### src/rtl/operand_select_stage_if.sv
// rtl/operand_select_stage_if.sv - handshake and operand bus for operand_select_stage
interface operand_select_stage_if #(
    parameter int IN_W    = 16,
    parameter int OUT_W   = 32,
    parameter int NUM_SRC = 4
);
    localparam int SEL_W = $clog2(NUM_SRC);

    logic                     in_valid;
    logic                     in_ready;
    logic [NUM_SRC*OUT_W-1:0] src_flat;
    logic [SEL_W-1:0]         sel_a;
    logic [SEL_W-1:0]         sel_b;
    logic                     use_imm;
    logic [IN_W-1:0]          imm;
    logic [1:0]               ext_mode;
    logic                     out_valid;
    logic                     out_ready;
    logic [OUT_W-1:0]         out_a;
    logic [OUT_W-1:0]         out_b;
    logic [15:0]              xfer_cnt;
    logic                     sel_err;

    // Producer/consumer side surrounding the stage
    modport master (
        output in_valid, src_flat, sel_a, sel_b, use_imm, imm, ext_mode, out_ready,
        input  in_ready, out_valid, out_a, out_b, xfer_cnt, sel_err
    );

    // The stage itself
    modport slave (
        input  in_valid, src_flat, sel_a, sel_b, use_imm, imm, ext_mode, out_ready,
        output in_ready, out_valid, out_a, out_b, xfer_cnt, sel_err
    );
endinterface

### src/rtl/operand_select_stage.sv
// rtl/operand_select_stage.sv - operand select/extend stage with 2-entry skid buffer; optional OPSEL_SELERR_EN
module operand_select_stage #(
    parameter int IN_W    = 16,
    parameter int OUT_W   = 32,
    parameter int NUM_SRC = 4
) (
    input  logic                   clk,
    input  logic                   rst_n,
    operand_select_stage_if.slave  bus
);
    logic [OUT_W-1:0] imm_ext;
    logic [OUT_W-1:0] a_val;
    logic [OUT_W-1:0] b_src;
    logic [OUT_W-1:0] b_val;

    logic             main_valid;
    logic [OUT_W-1:0] main_a;
    logic [OUT_W-1:0] main_b;
    logic             skid_valid;
    logic [OUT_W-1:0] skid_a;
    logic [OUT_W-1:0] skid_b;
    logic             in_ready_r;
    logic [15:0]      xfer_cnt_r;
    logic             in_fire;
    logic             out_fire;

    generate
        if (IN_W == OUT_W) begin : g_full
            // Immediate already fills the operand; every mode passes it through
            assign imm_ext = bus.imm;
        end else begin : g_ext
            // Immediate extension; reserved mode falls back to sign extension
            always_comb begin
                case (bus.ext_mode)
                    2'b01:   imm_ext = {{(OUT_W-IN_W){1'b0}}, bus.imm};
                    2'b10:   imm_ext = {bus.imm, {(OUT_W-IN_W){1'b0}}};
                    default: imm_ext = {{(OUT_W-IN_W){bus.imm[IN_W-1]}}, bus.imm};
                endcase
            end
        end
    endgenerate

    // Source muxes; an out-of-range select matches no source and yields zero
    always_comb begin
        a_val = '0;
        b_src = '0;
        for (int k = 0; k < NUM_SRC; k++) begin
            if (int'(bus.sel_a) == k) a_val = bus.src_flat[k*OUT_W +: OUT_W];
            if (int'(bus.sel_b) == k) b_src = bus.src_flat[k*OUT_W +: OUT_W];
        end
    end

    assign b_val    = bus.use_imm ? imm_ext : b_src;
    assign in_fire  = bus.in_valid && in_ready_r;
    assign out_fire = main_valid && bus.out_ready;

    // Skid buffer: main drives the outputs, skid catches a beat while main is held
    always_ff @(posedge clk) begin
        if (!rst_n) begin
            main_valid <= 1'b0;
            main_a     <= '0;
            main_b     <= '0;
            skid_valid <= 1'b0;
            skid_a     <= '0;
            skid_b     <= '0;
            in_ready_r <= 1'b1;
            xfer_cnt_r <= '0;
        end else begin
            if (out_fire) xfer_cnt_r <= xfer_cnt_r + 16'd1;
            if (skid_valid) begin
                // in_ready is low here, so only draining can happen
                if (out_fire) begin
                    main_a     <= skid_a;
                    main_b     <= skid_b;
                    skid_valid <= 1'b0;
                    in_ready_r <= 1'b1;
                end
            end else if (in_fire) begin
                if (!main_valid || out_fire) begin
                    main_valid <= 1'b1;
                    main_a     <= a_val;
                    main_b     <= b_val;
                end else begin
                    skid_valid <= 1'b1;
                    skid_a     <= a_val;
                    skid_b     <= b_val;
                    in_ready_r <= 1'b0;
                end
            end else if (out_fire) begin
                main_valid <= 1'b0;
            end
        end
    end

    assign bus.in_ready  = in_ready_r;
    assign bus.out_valid = main_valid;
    assign bus.out_a     = main_a;
    assign bus.out_b     = main_b;
    assign bus.xfer_cnt  = xfer_cnt_r;

`ifdef OPSEL_SELERR_EN
    logic sel_err_r;
    logic sel_bad;

    assign sel_bad = (int'(bus.sel_a) >= NUM_SRC) ||
                     (!bus.use_imm && (int'(bus.sel_b) >= NUM_SRC));

    // Sticky flag for any accepted beat carrying an out-of-range select
    always_ff @(posedge clk) begin
        if (!rst_n) begin
            sel_err_r <= 1'b0;
        end else if (in_fire && sel_bad) begin
            sel_err_r <= 1'b1;
        end
    end

    assign bus.sel_err = sel_err_r;
`else
    assign bus.sel_err = 1'b0;
`endif
endmodule
### src/flat_wrapper.sv
// flat-port wrapper written by rule: the top's interface ports become plain ports
module operand_select_stage_flat 
#(
    parameter int IN_W    = 16,
    parameter int OUT_W   = 32,
    parameter int NUM_SRC = 4
)
  (clk, rst_n, bus_in_valid, bus_src_flat, bus_sel_a, bus_sel_b, bus_use_imm, bus_imm, bus_ext_mode, bus_out_ready, bus_in_ready, bus_out_valid, bus_out_a, bus_out_b, bus_xfer_cnt, bus_sel_err);
  operand_select_stage_if #(.IN_W(IN_W), .OUT_W(OUT_W), .NUM_SRC(NUM_SRC)) bus_i ();
  input  logic clk;
  input  logic rst_n;
  input wire logic [$bits(bus_i.in_valid)-1:0] bus_in_valid;
  input wire logic [$bits(bus_i.src_flat)-1:0] bus_src_flat;
  input wire logic [$bits(bus_i.sel_a)-1:0] bus_sel_a;
  input wire logic [$bits(bus_i.sel_b)-1:0] bus_sel_b;
  input wire logic [$bits(bus_i.use_imm)-1:0] bus_use_imm;
  input wire logic [$bits(bus_i.imm)-1:0] bus_imm;
  input wire logic [$bits(bus_i.ext_mode)-1:0] bus_ext_mode;
  input wire logic [$bits(bus_i.out_ready)-1:0] bus_out_ready;
  output wire logic [$bits(bus_i.in_ready)-1:0] bus_in_ready;
  output wire logic [$bits(bus_i.out_valid)-1:0] bus_out_valid;
  output wire logic [$bits(bus_i.out_a)-1:0] bus_out_a;
  output wire logic [$bits(bus_i.out_b)-1:0] bus_out_b;
  output wire logic [$bits(bus_i.xfer_cnt)-1:0] bus_xfer_cnt;
  output wire logic [$bits(bus_i.sel_err)-1:0] bus_sel_err;
  assign bus_i.in_valid = bus_in_valid;
  assign bus_i.src_flat = bus_src_flat;
  assign bus_i.sel_a = bus_sel_a;
  assign bus_i.sel_b = bus_sel_b;
  assign bus_i.use_imm = bus_use_imm;
  assign bus_i.imm = bus_imm;
  assign bus_i.ext_mode = bus_ext_mode;
  assign bus_i.out_ready = bus_out_ready;
  assign bus_in_ready = bus_i.in_ready;
  assign bus_out_valid = bus_i.out_valid;
  assign bus_out_a = bus_i.out_a;
  assign bus_out_b = bus_i.out_b;
  assign bus_xfer_cnt = bus_i.xfer_cnt;
  assign bus_sel_err = bus_i.sel_err;
  operand_select_stage #(.IN_W(IN_W), .OUT_W(OUT_W), .NUM_SRC(NUM_SRC)) u_core (.clk(clk), .rst_n(rst_n), .bus(bus_i));
endmodule
### config.mk
export PLATFORM = sky130hd
export DESIGN_NAME = operand_select_stage_flat
export DESIGN_NICKNAME = d
export VERILOG_FILES = /design/src/rtl/operand_select_stage_if.sv /design/src/rtl/operand_select_stage.sv /design/src/flat_wrapper.sv
export SDC_FILE = /design/constraint.sdc
export NUM_CORES = 1
export LEC_CHECK = 0
export ABC_CLOCK_PERIOD_IN_PS = 3030
export CAP_MARGIN = 20
export CORE_ASPECT_RATIO = 0.6
export CORE_MARGIN = 5
export CORE_UTILIZATION = 48
export CTS_CLUSTER_DIAMETER = 120
export DETAILED_ROUTE_END_ITERATION = 12
export PLACE_DENSITY_LB_ADDON = 0.3
export SLEW_MARGIN = 20
export SYNTH_ARGS = -nofsm -noshare
export SYNTH_HDL_FRONTEND = slang
export SYNTH_SLANG_ARGS = --single-unit
export TNS_END_PERCENT = 20
### constraint.sdc
create_clock -name clk -period 3.03 [get_ports clk]
set_input_delay 0.7575 -clock clk [delete_from_list [all_inputs] [get_ports clk]]
set_output_delay 0.7575 -clock clk [all_outputs]
set_load 0.005 [all_outputs]
-- Yosys cells after proc, flatten, opt, wreduce, memory -nomap -nowiden
Index checks and enable logic that the tools add are counted.
- word-level logic and storage cells: 64
- flip-flop bits (word level): 147
- input bits: 155
- output and inout bits: 83
- mux-type cells: 29
- reductions and logical operators: 13
- bitwise gates (word level): 2
- $add $sub $neg: 1
- equal/unequal tests: 11
- operators by type and width (kind ; count):
    $mux W32 ; 17
    $pmux W32 S2 ; 1
    $add A16 B1 Y16 const B ; 1
    $reduce_and A3 Y1 ; 4
    $mux W1 ; 11
    $eq A2 B2 Y1 const B ; 5
    $eq A2 B1 Y1 const B ; 3
    $reduce_bool A2 Y1 ; 3
    $logic_not A2 Y1 ; 2
    $ne A2 B2 Y1 const B ; 2
    $logic_and A1 B1 Y1 ; 2
    $ne A2 B1 Y1 const B ; 1
    $not A1 Y1 ; 2
    $logic_not A1 Y1 ; 1
    $logic_or A1 B1 Y1 ; 1

-- Depth between registers and ports, before layout
- word-level depth: 9
- mapped depth: 8
- mapped depth without buffers: 6

-- Worst setup path after synthesis
OpenSTA, ideal clock, no wires.
- kind: input to register
- start point: input bus_ext_mode[0]
- end point: register u_core.skid_b[21]
- setup slack: 623 ps
- arrival time: 2336 ps
- path buffers: 1
- setup time: 70 ps
- cell stages on the path: 7
- path through: inv_1 > ha_1 > nor2b_1 > clkbuf_1 > a21oi_1 > or4_1 > a21oi_1
- longest elaborated chain between the ends: 3
- elaborated cells on any way between the ends: 4
- classes of those cells: eq/ne (2); mux (2)
- RTL lines (what ; line ; RTL):
    start, declared ; flat_wrapper.sv:18 ; input wire logic [$bits(bus_i.ext_mode)-1:0] bus_ext_mode;
    $eq A2 B2 Y1 or $eq A2 B1 Y1 (tied branches) ; operand_select_stage.sv:34 ; case (bus.ext_mode)
    $pmux W32 S2 * ; operand_select_stage.sv:34 ;
    $mux W32 * ; operand_select_stage.sv:53 ; assign b_val = bus.use_imm ? imm_ext : b_src;
    end signal, assigned ; operand_select_stage.sv:86 ; skid_b <= b_val;
    end, declared ; operand_select_stage.sv:21 ; logic [OUT_W-1:0] skid_b;
Every way passes the cells marked *; elsewhere a longest branch is shown, timed or not.
A chain may end at the register's enable or synchronous reset.

-- Worst setup path in the final report
- start point: input bus_ext_mode[0]
- end point: register u_core.main_b[23] (netlist: u_core.bus.out_b[23])
- longest elaborated chain between the ends: 6
- elaborated cells on any way between the ends: 7
- classes of those cells: eq/ne (2); mux (5)
- RTL lines (what ; line ; RTL):
    $eq A2 B2 Y1 or $eq A2 B1 Y1 (tied branches) ; operand_select_stage.sv:34 ;
    $pmux W32 S2 * ; operand_select_stage.sv:34 ;
    $mux W32 * ; operand_select_stage.sv:53 ;
    $mux W32 * ; operand_select_stage.sv:79 ; if (!main_valid || out_fire) begin
    $mux W32 * ; operand_select_stage.sv:78 ; end else if (in_fire) begin
    $mux W32 * ; operand_select_stage.sv:70 ; if (skid_valid) begin
    end signal, assigned ; operand_select_stage.sv:74 ; main_b <= skid_b;
    end signal, assigned ; operand_select_stage.sv:82 ; main_b <= b_val;
    end, declared ; operand_select_stage.sv:18 ; logic [OUT_W-1:0] main_b;
Every way passes the cells marked *; elsewhere a longest branch is shown, timed or not. The select of a mux whose other input is x is not followed.

==> flow_metrics.env <==
export IMPL_fillerInstances=1338
export IMPL_cts_htree_levels=4
export IMPL_drt_wirelength_per_cell_um=21.2
export IMPL_post_cts_setup_buffers=0
export IMPL_drt_first_iter_violations=955
export IMPL_final_max_slew_viol_count=0
export IMPL_chipHeight_um=109
export IMPL_peak_clock_frequency_supported_by_timing_mhz=408
export IMPL_worst_ep_required_ns=3.38
export IMPL_number_of_unique_standard_cell_types_used_by_synthesis=43
export IMPL_syn2layout_area_growth_pct=39.2
export IMPL_critical_path_slowest_stage_cell="sky130_fd_sc_hd__or4_1"
export IMPL_avgViaCountPerCell=6.00
export IMPL_path_cells="clkdlybuf4s50_1 > inv_1 > ha_1 > a21bo_2 > a21oi_1 > or4_1 > a21oi_1"
export IMPL_power_density_normalized_to_cell_area_nw_per_um2=511
export IMPL_clockPowerShare=0.367
export IMPL_setup_reg_to_reg_worst_slack_ns=0.93
export IMPL_setup_viol=0
export IMPL_worst_hold_slack_ns=0.454
export IMPL_post_route_minimum_period_ns=2.45
export IMPL_mostFrequentLayoutCell="sky130_fd_sc_hd__clkdlybuf4s50_1"
export IMPL_detailedRoute_firstPassIterationCount=5
export IMPL_synthMuxAreaShare=0.184
export IMPL_grt_pass1_wl_um=41300
export IMPL_worst_path_largest_cell_delay_ns=0.51
export IMPL_xor_and_xnor_area_share_after_synthesis=0.00997
export IMPL_regToRegEndpoint="u_core.skid_b[28]$_SDFFE_PN0P_"
export IMPL_switching_share_of_power=0.293
export IMPL_postRouteWirelength_um=27600
export IMPL_cts_root_buffer="sky130_fd_sc_hd__clkbuf_16"
export IMPL_status="finished, final reports clean"
export IMPL_hold_path_class="register to register"
export IMPL_diodes=0
export IMPL_worst_ir_drop_vdd_mv=0.340
export IMPL_cts_tree="built"
export IMPL_port_buffers=236
export IMPL_max_clock_path_buffers=2
export IMPL_synth_sequential_area_ratio=0.372
export IMPL_number_of_hold_buffers_added_after_cts=0
export IMPL_worstReg2RegStart="u_core.bus.out_valid$_SDFFE_PN0P_"
export IMPL_clk_transition_reported_paths_ns=0.06
export IMPL_worstSkewPairLatency_ns=0.42
export IMPL_power_combinational_fraction=0.243
export IMPL_maxSlewHeadroom=0.374
export IMPL_power_leakage_nw=3.81
export IMPL_yosys_warnings=0
export IMPL_num_io_pins=238
export IMPL_finalHoldViolations=0
export IMPL_detailedPlacementHpwl_um=19900
export IMPL_post_synth_edffs=0
export IMPL_pin_slew_with_the_least_headroom_to_its_limit_ns=0.939
export IMPL_crit_path_buffers_inverters=2
export IMPL_floorplan_core_area_um2=16200
export IMPL_final_nets=1234
export IMPL_timing_setup_critical_path_class="input port to register"
export IMPL_number_of_sinks_handled_by_clock_tree_synthesis=147
export IMPL_arrival_ns=2.80
export IMPL_commonest_register_cell_after_synthesis="sky130_fd_sc_hd__dfxtp_1"
export IMPL_drtAntennaViolNets=0
export IMPL_timing_critical_path_to="u_core.bus.out_b[23]$_SDFFE_PN0P_"
export IMPL_yosys_area_share_simple=0.164
export IMPL_grt_usage=0.279
export IMPL_fin_crit_sh=0.809
export IMPL_routed_via_count=7791
export IMPL_placementRows=36
export IMPL_worst_slack_ns=0.579
export IMPL_synth_top_family_by_area="compound AO/OA/AOI/OAI gates"
export IMPL_dp_area_um2=10400
export IMPL_worst_path_stages=7
export IMPL_netlist_instances=882
export IMPL_end_kind="register"
export IMPL_timing_hold_worst_start="u_core.skid_a[11]$_SDFFE_PN0P_"
export IMPL_most_common_layout_cells="sky130_fd_sc_hd__clkdlybuf4s50_1, sky130_fd_sc_hd__a21oi_1, sky130_fd_sc_hd__dfxtp_1, sky130_fd_sc_hd__nand2_1, sky130_fd_sc_hd__o21ai_0"
export IMPL_power_mw=5.62
export IMPL_timing_critical_path_fanout_max=15
export IMPL_synth_adder_area_share=0.00475
export IMPL_largest_net_degree_at_the_start_of_global_routing=90
export IMPL_final_design_area_no_fill_um2=11000
export IMPL_synth_net_count=1040
export IMPL_most_numerous_cell_on_the_critical_path="sky130_fd_sc_hd__a21oi_1"
export IMPL_worstRegToRegCells=4
export IMPL_synth_area_leaders="sky130_fd_sc_hd__dfxtp_1, sky130_fd_sc_hd__mux4_2, sky130_fd_sc_hd__a21oi_1, sky130_fd_sc_hd__nand2_1, sky130_fd_sc_hd__mux2i_1"
export IMPL_intPower_mw=3.97
export IMPL_fin_tns_setup_ns=0
export IMPL_post_cts_resized_instances=0
export IMPL_place_ws_ns=0.233
export IMPL_floorplan_die_area_um2=19200
export IMPL_synth_seq_cells=147
export IMPL_netSwitchingPower_mw=1.65
export IMPL_initial_core_util=0.488
export IMPL_synth_compound_area_share=0.215
export IMPL_global_route_overflow_total=0
export IMPL_grt_antenna_before_repair=0
export IMPL_async_flop_share=0
export IMPL_post_route_cells_drive_above_1_share=0.110
export IMPL_startpoint_type="input port"
export IMPL_critical_path_top_delay_family="compound AO/OA/AOI/OAI gates"
export IMPL_placer_congestion_estimate=0.890
export IMPL_syn_area_per_cell_um2=8.97
export IMPL_die_x_um=176
export IMPL_synth_top_cell_area_share=0.372
export IMPL_timing_critical_path_from="bus_ext_mode[0]"
export IMPL_remaining_drc_errors=0
export IMPL_vias_in_the_first_global_route=7179
export IMPL_synthesis_area_um2=7910
export IMPL_maxCapViolCount=0
export IMPL_finalClockSkew_ns=0.00794
export IMPL_share_seq_of_total_power=0.391
export IMPL_tritoncts_buffer_count=17
export IMPL_yosys_area_top_type="sky130_fd_sc_hd__dfxtp_1"
export IMPL_unrepaired_setup_endpoints_after_global_routing="no"
## Yosys cell counts, types with 3 or more instances
library cell / number
sky130_fd_sc_hd__nor2b_1: 32
sky130_fd_sc_hd__and4_1: 4
sky130_fd_sc_hd__o21ai_0: 70
sky130_fd_sc_hd__ha_1: 3
sky130_fd_sc_hd__mux4_2: 49
sky130_fd_sc_hd__nand3_1: 22
sky130_fd_sc_hd__a21oi_1: 177
sky130_fd_sc_hd__or4_1: 30
sky130_fd_sc_hd__a31oi_1: 3
sky130_fd_sc_hd__buf_1: 5
sky130_fd_sc_hd__nand3b_1: 16
sky130_fd_sc_hd__o2111a_1: 16
sky130_fd_sc_hd__nand2b_1: 4
sky130_fd_sc_hd__a211oi_1: 30
sky130_fd_sc_hd__or3_1: 3
sky130_fd_sc_hd__nor3_1: 3
sky130_fd_sc_hd__clkbuf_1: 59
sky130_fd_sc_hd__dfxtp_1: 147
sky130_fd_sc_hd__nand2_1: 109
sky130_fd_sc_hd__mux2i_1: 35
sky130_fd_sc_hd__xnor2_1: 3
sky130_fd_sc_hd__buf_6: 3
sky130_fd_sc_hd__xor2_1: 6
sky130_fd_sc_hd__buf_2: 18
sky130_fd_sc_hd__nor2_1: 11
sky130_fd_sc_hd__nand4_1: 5
sky130_fd_sc_hd__inv_1: 3
## cell families after synthesis
group                      Yosys count
other                                1
adders and majority gates            3
muxes                               84
and+or+nand+nor                    246
DFF                                147
xor gates and xnor gates             9
AOI/OAI and AO/OA                  301
buffers and inverters               91
## power by group through the flow
| stage | sequential, mW | combinational [mW] | clock, mW |
|---|---|---|---|
| floorplan | 2.21 | 0.635 | 0 |
| global route | 2.21 | 1.47 | 2.16 |
| global placement | 2.23 | 1.33 | 0 |
| CTS | 2.19 | 1.36 | 2.07 |
| finish | 2.20 | 1.36 | 2.06 |
| detailed placement | 2.23 | 1.34 | 0 |
## worst reg2reg max path, stage by stage (launching register included)
cell	delay (ns)
sky130_fd_sc_hd__dfxtp_1	0.62
sky130_fd_sc_hd__nand2b_4	0.10
sky130_fd_sc_hd__or2_2	0.57
sky130_fd_sc_hd__or4_1	0.62
sky130_fd_sc_hd__a21oi_1	0.13
## worst min-delay path by stage
stage                                     end  slack, ns  depth (start not counted)
2_1_floorplan   u_core.skid_a[0]$_SDFFE_PN0P_       0.44                          2
3_3_place_gp   u_core.skid_a[15]$_SDFFE_PN0P_       0.44                          2
3_5_place_dp   u_core.skid_a[11]$_SDFFE_PN0P_       0.45                          2
4_1_cts        u_core.skid_a[26]$_SDFFE_PN0P_       0.46                          2
5_1_grt        u_core.skid_a[18]$_SDFFE_PN0P_       0.47                          2
6_report       u_core.skid_a[11]$_SDFFE_PN0P_       0.45                          2
## area by class of cell
type	instances	area, µm²	area share
inverters	5	18.8	0.00170
multi-input cells	644	4590	0.417
clock inverters	15	148	0.0134
flip-flops and latches	147	2950	0.268
repair buffers	261	2620	0.238
well taps	209	262	0.0237
clock buffers	17	425	0.0386
## stage by stage
stage | util | cells
floorplan | - | 882
global placement | 0.644 | 1266
detailed placement | 0.644 | 1266
CTS | 0.679 | 1298
global route | 0.679 | 1298
finish | 0.679 | 1298
## flip-flops by register name, summed over array words and instances, names as in the netlist
| signal | cells |
|---|---|
| u_core.skid_b | 32 |
| u_core.skid_a | 32 |
| u_core.bus.out_a | 32 |
| u_core.bus.out_b | 32 |
| u_core.bus.in_ready | 1 |
| u_core.skid_valid | 1 |
| u_core.bus.out_valid | 1 |
| u_core.bus.xfer_cnt | 16 |
## per-layer routing
metal	vias up	track usage	routed length, µm
met4	0	0.0528	288
li1	3671	-	-
met1	3729	0.419	12500
met3	18	0.0753	2900
met2	373	0.407	11800
met5	-	0	0
No activity file was read; power rests on OpenSTA's default activity.
